### src/rtl/dct_ctrl_pkg.sv
// Shared constants and FSM state encoding for the y_dct front-end sequencer.
package dct_ctrl_pkg;

  localparam int unsigned BLOCK_PIXELS       = 64;
  localparam int unsigned PTR_W              = $clog2(BLOCK_PIXELS);
  localparam int unsigned DEF_CLEAR_CYCLES   = 2;
  localparam int unsigned DEF_FLUSH_CYCLES   = 2;
  localparam int unsigned DEF_TIMEOUT_CYCLES = 1000;

  localparam int unsigned ST_W = 3;
  localparam logic [ST_W-1:0] ST_FILL     = 3'd0;
  localparam logic [ST_W-1:0] ST_CLEAR    = 3'd1;
  localparam logic [ST_W-1:0] ST_FEED     = 3'd2;
  localparam logic [ST_W-1:0] ST_FLUSH    = 3'd3;
  localparam logic [ST_W-1:0] ST_WAIT_OUT = 3'd4;
  localparam logic [ST_W-1:0] ST_DONE     = 3'd5;
  localparam logic [ST_W-1:0] ST_ERR      = 3'd6;

endpackage

### src/rtl/dct_pix_buf.sv
// One-block pixel buffer: single write port, single registered read port.
module dct_pix_buf
  import dct_ctrl_pkg::*;
#(
  parameter int unsigned DATA_W = 8
) (
  input  logic              clk,
  input  logic              rst,
  input  logic              wr_en,
  input  logic [PTR_W-1:0]  wr_addr,
  input  logic [DATA_W-1:0] wr_data,
  input  logic              rd_en,
  input  logic [PTR_W-1:0]  rd_addr,
  output logic [DATA_W-1:0] rd_data
);

  logic [DATA_W-1:0] mem [BLOCK_PIXELS];
  logic [DATA_W-1:0] rd_data_d;
  logic [DATA_W-1:0] rd_data_q;

  // Storage carries no reset; only the read register is cleared.
  always_ff @(posedge clk) begin
    if (wr_en) begin
      mem[wr_addr] <= wr_data;
    end
  end

  always_comb begin
    rd_data_d = rd_data_q;
    if (rd_en) begin
      rd_data_d = mem[rd_addr];
    end
  end

  always_ff @(posedge clk or negedge rst) begin
    if (!rst) begin
      rd_data_q <= '0;
    end else begin
      rd_data_q <= rd_data_d;
    end
  end

  assign rd_data = rd_data_q;

endmodule

### src/rtl/dct_block_sequencer.sv
// Buffers one 8x8 block, clears y_dct, replays the block as a gap-free
// enable burst plus flush, then waits for the core's output_enable.
module dct_block_sequencer
  import dct_ctrl_pkg::*;
#(
  parameter int unsigned DATA_W         = 8,
  parameter int unsigned CNT_W          = 16,
  parameter int unsigned CLEAR_CYCLES   = DEF_CLEAR_CYCLES,
  parameter int unsigned FLUSH_CYCLES   = DEF_FLUSH_CYCLES,
  parameter int unsigned TIMEOUT_CYCLES = DEF_TIMEOUT_CYCLES
) (
  input  logic              clk,
  input  logic              rst,
  input  logic [DATA_W-1:0] pix_data,
  input  logic              pix_valid,
  output logic              pix_ready,
  output logic              dct_clear,
  output logic              dct_enable,
  output logic [DATA_W-1:0] dct_data,
  input  logic              dct_output_enable,
  output logic              coef_valid,
  output logic              block_done,
  output logic              timeout_err,
  output logic              busy,
  output logic [CNT_W-1:0]  block_count
);

  localparam int unsigned SEQ_W =
    $clog2(TIMEOUT_CYCLES + BLOCK_PIXELS + CLEAR_CYCLES + FLUSH_CYCLES);

  logic [ST_W-1:0]  state_d, state_q;
  logic [SEQ_W-1:0] seq_d, seq_q;
  logic [PTR_W-1:0] wr_ptr_d, wr_ptr_q;
  logic [PTR_W-1:0] rd_ptr_d, rd_ptr_q;
  logic             dct_clear_d, dct_clear_q;
  logic             dct_enable_d, dct_enable_q;
  logic             coef_valid_d, coef_valid_q;
  logic             block_done_d, block_done_q;
  logic             timeout_err_d, timeout_err_q;
  logic             busy_d, busy_q;
  logic [CNT_W-1:0] block_count_d, block_count_q;
  logic             wr_en;
  logic             rd_en;

  dct_pix_buf #(.DATA_W(DATA_W)) u_buf (
    .clk     (clk),
    .rst     (rst),
    .wr_en   (wr_en),
    .wr_addr (wr_ptr_q),
    .wr_data (pix_data),
    .rd_en   (rd_en),
    .rd_addr (rd_ptr_q),
    .rd_data (dct_data)
  );

  assign pix_ready = (state_q == ST_FILL);

  // Next-state logic; seq_q is reused as the per-state cycle counter.
  always_comb begin
    state_d       = state_q;
    seq_d         = seq_q;
    wr_ptr_d      = wr_ptr_q;
    rd_ptr_d      = rd_ptr_q;
    block_count_d = block_count_q;
    timeout_err_d = timeout_err_q;
    wr_en         = 1'b0;
    rd_en         = 1'b0;

    case (state_q)
      ST_FILL: begin
        if (pix_valid) begin
          wr_en    = 1'b1;
          wr_ptr_d = wr_ptr_q + PTR_W'(1);
          if (wr_ptr_q == PTR_W'(BLOCK_PIXELS - 1)) begin
            state_d  = ST_CLEAR;
            seq_d    = '0;
            rd_ptr_d = '0;
          end
        end
      end
      ST_CLEAR: begin
        if (seq_q == SEQ_W'(CLEAR_CYCLES - 1)) begin
          // Prefetch pixel 0 so the first enable cycle already has data.
          rd_en    = 1'b1;
          rd_ptr_d = rd_ptr_q + PTR_W'(1);
          state_d  = ST_FEED;
          seq_d    = '0;
        end else begin
          seq_d = seq_q + SEQ_W'(1);
        end
      end
      ST_FEED: begin
        if (seq_q == SEQ_W'(BLOCK_PIXELS - 1)) begin
          state_d = ST_FLUSH;
          seq_d   = '0;
        end else begin
          rd_en    = 1'b1;
          rd_ptr_d = rd_ptr_q + PTR_W'(1);
          seq_d    = seq_q + SEQ_W'(1);
        end
      end
      ST_FLUSH: begin
        if (seq_q == SEQ_W'(FLUSH_CYCLES - 1)) begin
          state_d = ST_WAIT_OUT;
          seq_d   = '0;
        end else begin
          seq_d = seq_q + SEQ_W'(1);
        end
      end
      ST_WAIT_OUT: begin
        if (dct_output_enable) begin
          state_d       = ST_DONE;
          block_count_d = block_count_q + CNT_W'(1);
        end else if (seq_q == SEQ_W'(TIMEOUT_CYCLES - 1)) begin
          state_d       = ST_ERR;
          timeout_err_d = 1'b1;
        end else begin
          seq_d = seq_q + SEQ_W'(1);
        end
      end
      ST_DONE, ST_ERR: begin
        wr_ptr_d = '0;
        state_d  = ST_FILL;
      end
      default: begin
        state_d = ST_FILL;
      end
    endcase

    // Outputs are registered from the upcoming state.
    dct_clear_d  = (state_d == ST_CLEAR) || (state_d == ST_ERR);
    dct_enable_d = (state_d == ST_FEED) || (state_d == ST_FLUSH);
    coef_valid_d = (state_d == ST_DONE);
    block_done_d = (state_d == ST_DONE);
    busy_d       = (state_d != ST_FILL);
  end

  always_ff @(posedge clk or negedge rst) begin
    if (!rst) begin
      state_q       <= ST_FILL;
      seq_q         <= '0;
      wr_ptr_q      <= '0;
      rd_ptr_q      <= '0;
      dct_clear_q   <= 1'b0;
      dct_enable_q  <= 1'b0;
      coef_valid_q  <= 1'b0;
      block_done_q  <= 1'b0;
      timeout_err_q <= 1'b0;
      busy_q        <= 1'b0;
      block_count_q <= '0;
    end else begin
      state_q       <= state_d;
      seq_q         <= seq_d;
      wr_ptr_q      <= wr_ptr_d;
      rd_ptr_q      <= rd_ptr_d;
      dct_clear_q   <= dct_clear_d;
      dct_enable_q  <= dct_enable_d;
      coef_valid_q  <= coef_valid_d;
      block_done_q  <= block_done_d;
      timeout_err_q <= timeout_err_d;
      busy_q        <= busy_d;
      block_count_q <= block_count_d;
    end
  end

  assign dct_clear   = dct_clear_q;
  assign dct_enable  = dct_enable_q;
  assign coef_valid  = coef_valid_q;
  assign block_done  = block_done_q;
  assign timeout_err = timeout_err_q;
  assign busy        = busy_q;
  assign block_count = block_count_q;

endmodule

### config.mk
export PLATFORM = sky130hd
export DESIGN_NAME = dct_block_sequencer
export DESIGN_NICKNAME = d
export VERILOG_FILES = /design/src/rtl/dct_ctrl_pkg.sv /design/src/rtl/dct_pix_buf.sv /design/src/rtl/dct_block_sequencer.sv
export SDC_FILE = /design/constraint.sdc
export NUM_CORES = 1
export LEC_CHECK = 0
export ABC_CLOCK_PERIOD_IN_PS = 2950
export BUFFER_PORTS_ARGS = -buffer_cell sky130_fd_sc_hd__buf_2
export CAP_MARGIN = 20
export CORE_MARGIN = 2
export CORE_UTILIZATION = 58
export CTS_CLUSTER_SIZE = 25
export DETAILED_ROUTE_END_ITERATION = 8
export HOLD_SLACK_MARGIN = 0.02
export MAX_ROUTING_LAYER = met4
export PLACE_DENSITY = 0.73
export SYNTH_ARGS = -nofsm -noshare
export SYNTH_HDL_FRONTEND = slang
export SYNTH_SLANG_ARGS = --single-unit
### constraint.sdc
create_clock -name clk -period 2.95 [get_ports clk]
set_input_delay 0.1475 -clock clk [delete_from_list [all_inputs] [get_ports clk]]
set_output_delay 0.1475 -clock clk [all_outputs]
set_load 0.01 [all_outputs]
# == Word-level counts from Yosys, hierarchy flattened ==
# Memories as Yosys holds them, arrays and structs flattened. A register that Yosys moved wholly into a read port is not among the register bits.
# Index checks and enable logic that the tools add are counted.
# classes
n_addsub,4
n_eq_ne,21
mux,29
bitwise,1
reduce_logical,15
# op_table
op,count
2-to-1 mux 11 bit,6
case mux 11 bit (4 select lines),1
2-to-1 mux 6 bit,5
2-to-1 mux 3 bit,7
case mux 6 bit (3 select lines),1
"adder 16 x 1 -> 16 bit, second input constant",1
"equality test 3 bit, second input constant",5
case mux 3 bit (5 select lines),1
"adder 6 x 1 -> 6 bit, second input constant",2
"equality test 3 x 2 -> 1 bit, second input constant",4
case mux 6 bit (2 select lines),1
"adder 11 x 1 -> 11 bit, second input constant",1
"equality test 11 x 1 -> 1 bit, second input constant",1
"equality test 11 x 10 -> 1 bit, second input constant",1
"equality test 11 x 6 -> 1 bit, second input constant",1
"!= test 2 bit, second input constant",5
AND reduction 5 bit,2
"equality test 3 x 1 -> 1 bit, second input constant",2
"equality test 6 bit, second input constant",1
2-to-1 mux 1 bit,6
nonzero test 3 bit,2
AND reduction 2 bit,2
nonzero test 4 bit,1
OR reduction 2 bit,2
8 further kinds,9
# word_totals
ff_bits,47
ram_bits,512
in_bits,12
elab_cells,81
mem_count,1
# mem_list
name,depth,word_bits,rd,rd_clocked_by_memory_dff,wr,line,rtl
u_buf.mem,64,8,1,1,1,dct_pix_buf.sv:17,logic [DATA_W-1:0] mem [BLOCK_PIXELS];

# == Depth between registers and ports, before layout ==
# logic_depth
ltp_word,6
mapped_depth,9

# == Cells and area by module ==
# A second synthesis with hierarchy kept.
# hier_totals
cells_unflattened,1184
hier_area_um2,22658.0
# by_module_without_submodules
module,n_inst,cells_per_inst,area_per_inst_um2,seq_area_each_um2
dct_pix_buf,1,939,20226.9,15574.9
dct_block_sequencer,1,245,2431.1,1176.1

# == Worst setup path before layout ==
# No wires, ideal clock.
# synth_path
path_kind,register -> register
startpoint,register state_q[2]
endpoint,"memory u_buf.mem[19][0], enable pin"
setup_ns,0.370
t_arrival_ns,2.021
t_required_ns,2.580
setup_slack_ns,0.559
stages_incl_launch_ff,7
cell_sequence,dfrtp_1 buf_1 nor3_1 nand2_1 nor2_1 nand3_1 nor2_1
# synth_between
elab_chain_cells,4
# synth_lines
item,line,rtl
from (decl),dct_block_sequencer.sv:31,"logic [ST_W-1:0] state_d, state_q;"
from (signal assigned),dct_block_sequencer.sv:152,state_q <= state_d;
zero test 3 bit,--,
named net pix_ready,dct_block_sequencer.sv:16,"output logic pix_ready,"
2-to-1 mux 1 bit,dct_block_sequencer.sv:69,case (state_q)
2-to-1 mux 1 bit,dct_pix_buf.sv:23,if (wr_en) begin
2-to-1 mux 1 bit (implied by the code),dct_pix_buf.sv:24,mem[wr_addr] <= wr_data;
to (decl),dct_pix_buf.sv:17,
# The timed path passes the listed nets, and every way through them passes these cells.

# == Worst setup path in the final report ==
# layout_path
startpoint,register state_q[0]
endpoint,register seq_q[8]
# layout_between
elab_chain_cells,4
word_cells_on_any_way,13
# layout_lines
item,line,rtl
equality test 3 x 2 -> 1 bit or equality test 3 x 1 -> 1 bit (tied branches),dct_block_sequencer.sv:69,
OR reduction 2 bit (no line),--,
nonzero test 4 bit (no line),--,
AND reduction 5 bit (no line),--,
to (signal assigned),dct_block_sequencer.sv:153,seq_q <= seq_d;
to (decl),dct_block_sequencer.sv:32,"logic [SEQ_W-1:0] seq_d, seq_q;"
# Several ways; a longest one is shown, not always the timed one.
# A chain may end at the register's enable or synchronous reset.

==> results.py <==
metrics = {
    "setup_path": {
        "critPathTopFamily": "simple AND/OR/NAND/NOR gates",
        "critical_path_arrival_ps": 2990,
        "cp_cell_sequence": "or4bb_1 -> nor4_4 -> a221o_1 -> nor2b_1 -> a22o_1",
        "path_depth": 5,
        "slowest_delay_ps": 580,
        "crit_path_start": "state_q[0]",
        "crit_path_end": "seq_q[8]",
        "r2r-end": "seq_q[8]",
        "crit_required_ps": 3420,
        "path_class": "flop to flop",
        "start_kind": "flop",
        "rrSetupSlack_ps": 430,
        "reg2reg_depth": 5,
        "end_kind": "flop",
        "worst-path-buf-inv": 0,
        "crit_path_top_delay_cell": "dfrtp_1",
        "r2r-start": "state_q[0]",
        "cp_max_fo": 12,
    },
    "placed_design": {
        "numPortBuffers": 42,
        "dp_slack_ps": 456,
        "dp_hpwl_um": 32400,
        "gp_congestion": 0.927,
    },
    "outcome": {
        "status": "finished clean",
    },
    "synthesis": {
        "yosysTopAreaCell": "edfxtp_1",
        "synth_top_area_share_pct": 68.0,
        "yosysSeqAreaShare_pct": 74.1,
        "ys_async_sr_fraction_pct": 9.70,
        "netlist_instances": 1245,
        "synth.cell_area_um2": 22600,
        "synth_seq_cells": 567,
        "ys.flop_type": "edfxtp_1",
        "avgSynthCellArea_um2": 18.2,
        "yosysWarnings": 0,
        "synth_common_cells": "512 x edfxtp_1, 88 x mux2i_1, 88 x nor2_1",
        "yosysMostFrequentCell": "edfxtp_1",
        "synth_cell_types": 61,
        "yosys-top-cells-area": "edfxtp_1 68%, mux4_2 8.6%, dfrtp_1 6.1%",
        "syn_nets": 1262,
        "synth_edf_count": 512,
    },
    "grt": {
        "grt_pass1_wl_um": 76900,
        "grt_remaining_overflow": 0,
        "grt_antenna_before_repair": 0,
        "grt_pass1_vias": 12474,
        "grt_use_total_pct": 26.5,
        "grt_max_degree": 52,
    },
    "die": {
        "die_h_um": 201,
        "row_count": 72,
        "die_width_um": 201,
        "core_area_um2": 38600,
        "ios": 43,
        "initial_core_util_pct": 58.7,
        "dieArea_um2": 40600,
    },
    "power_and_ir_drop": {
        "vdd_drop_max_v": 0.000451,
        "leakagePower_uw": 0.00858,
        "p_per_area_nw_per_um2": 617,
    },
    "timing": {
        "setup_violations": 0,
        "min_period_ps": 2520,
        "hold_viol": 0,
        "period_share_pct": 85.5,
        "skew_ps": 15.4,
        "slew_headroom_pct": 35.6,
        "rsz0062_at_grt": "no",
        "setup_tns_ps": 0,
        "fmax_ghz": 0.397,
        "tightest_slew_ps": 966,
        "slew_violations": 0,
        "setup_ws_ps": 429,
    },
    "clock_tree": {
        "cts_sinks": 567,
        "clockRootBuffer": "clkbuf_16",
        "htreeDepth": 2,
        "clk_path_buf_depth": 3,
        "clk_latency_ps": 590,
        "clk_pin_slew_ps": 60,
        "ctsHoldBuffers": 5,
        "cts_tree": "built",
        "numCtsBuffers": 54,
        "post-cts-setup-buffers": 0,
        "cts_resized": 0,
    },
    "layout": {
        "n_fill_cell": 2556,
        "drive_gt1_share_pct": 24.9,
        "syn_to_final_growth_pct": 15.2,
        "utilization_pct": 67.6,
        "final_nets": 1419,
    },
    "detailed_routing": {
        "drc": 0,
        "avgViaCountPerCell": 6.31,
        "wl_per_cell_um": 26.0,
        "firstDrtPassIters": 7,
        "drt-initial-drc-count": 1385,
        "postRouteAntennaNets": 0,
        "wl_um": 51000,
        "vias": 12408,
    },
    "worst_hold_path": {
        "hold_class": "input pin to flop",
    },
    "job": {
        "cap_violations": 0,
    },
}
-- logic make-up after synthesis --
kind of cell	Yosys count	share of synthesized area, %
compound gates	178	5.86
buf+inv	80	1.71
fa+ha+maj	5	0.277
flops	567	74.1
simple gates	218	4.71
mux	177	12.6
xor+xnor	20	0.774
-- placed cells by master, fill, tap and decap left out, drive strengths merged, types with 14 or more instances in the layout --
master / count
a211oi: 15
mux4: 86
nor2: 88
a211o: 18
nand3: 18
a22o: 17
a21oi: 30
nand2: 47
dfrtp: 55
o21ai: 19
edfxtp: 512
mux2i: 88
buf: 169
o221ai: 26
clkinv: 24
xnor2: 14
clkbuf: 67
-- final cells by class --
class                   instances  area (um^2)  share of cell area (%)
flip-flops and latches        567        16800                    64.3
multi-input cells             598         5480                    21.0
clock buffers                  67         1480                    5.70
repair buffers                174         1280                    4.90
well taps                     518          648                    2.49
clock inverters                34          378                    1.45
inverters                       7         26.3                   0.101
diodes                          1         2.50                 0.00960
-- registers in the layout (all words and copies together) (netlist names) --
name	flops
dct_clear	1
seq_q	11
dct_enable	1
u_buf.mem	512
rd_ptr_q	6
state_q	3
wr_ptr_q	6
u_buf.rd_data	8
timeout_err	1
block_done	1
block_count	16
busy	1
-- power breakdown --
group,total [uW],internal [uW],leakage (uW),switching [uW]
Sequential,8760,8750,0.00532,1.47
Combinational,164,21.5,0.00234,143
Clock,7160,4270,0.000923,2890
Total,16100,13000,0.00858,3030
-- metal layers --
metal | global-route usage [%] | up-vias | part of all wire [%]
met5 | - | - | 0
li1 | - | 5344 | -
met3 | 3.98 | 121 | 8.0
met2 | 40.6 | 607 | 48
met4 | 9.22 | 0 | 3.3
met1 | 37.0 | 6336 | 41
-- worst register-to-register path: cells and delay by family, from the launching register on --
kind               cells  cell delay (ps)
DFF                    1              580
and+or+nand+nor        3             1170
AOI/OAI and AO/OA      2              650
-- stage by stage --
step                      hold WS [ps]  power (uW)  cells  instance area [um^2]
after floorplan                   -148        8930   1245                 22600
after global placement             319        9080   1859                 24100
after detailed placement           332        9080   1859                 24100
after CTS                         32.2       16200   1965                 26100
after global routing              54.5       16500   1965                 26100
final                             39.6       16100   1966                 26100
-- worst min-delay path by stage --
stage	cells after the start	endpoint	startpoint	slack, ps
after floorplan	0	block_count[0]	rst	-150
after CTS	1	u_buf.mem[19][2]	pix_data[2]	30
after global routing	1	u_buf.mem[19][2]	pix_data[2]	50
final	1	u_buf.mem[19][2]	pix_data[2]	40
after global placement	1	block_count[9]	rst	320
after detailed placement	1	block_count[9]	rst	330
Note: power is estimated with default switching activity, not from simulation.
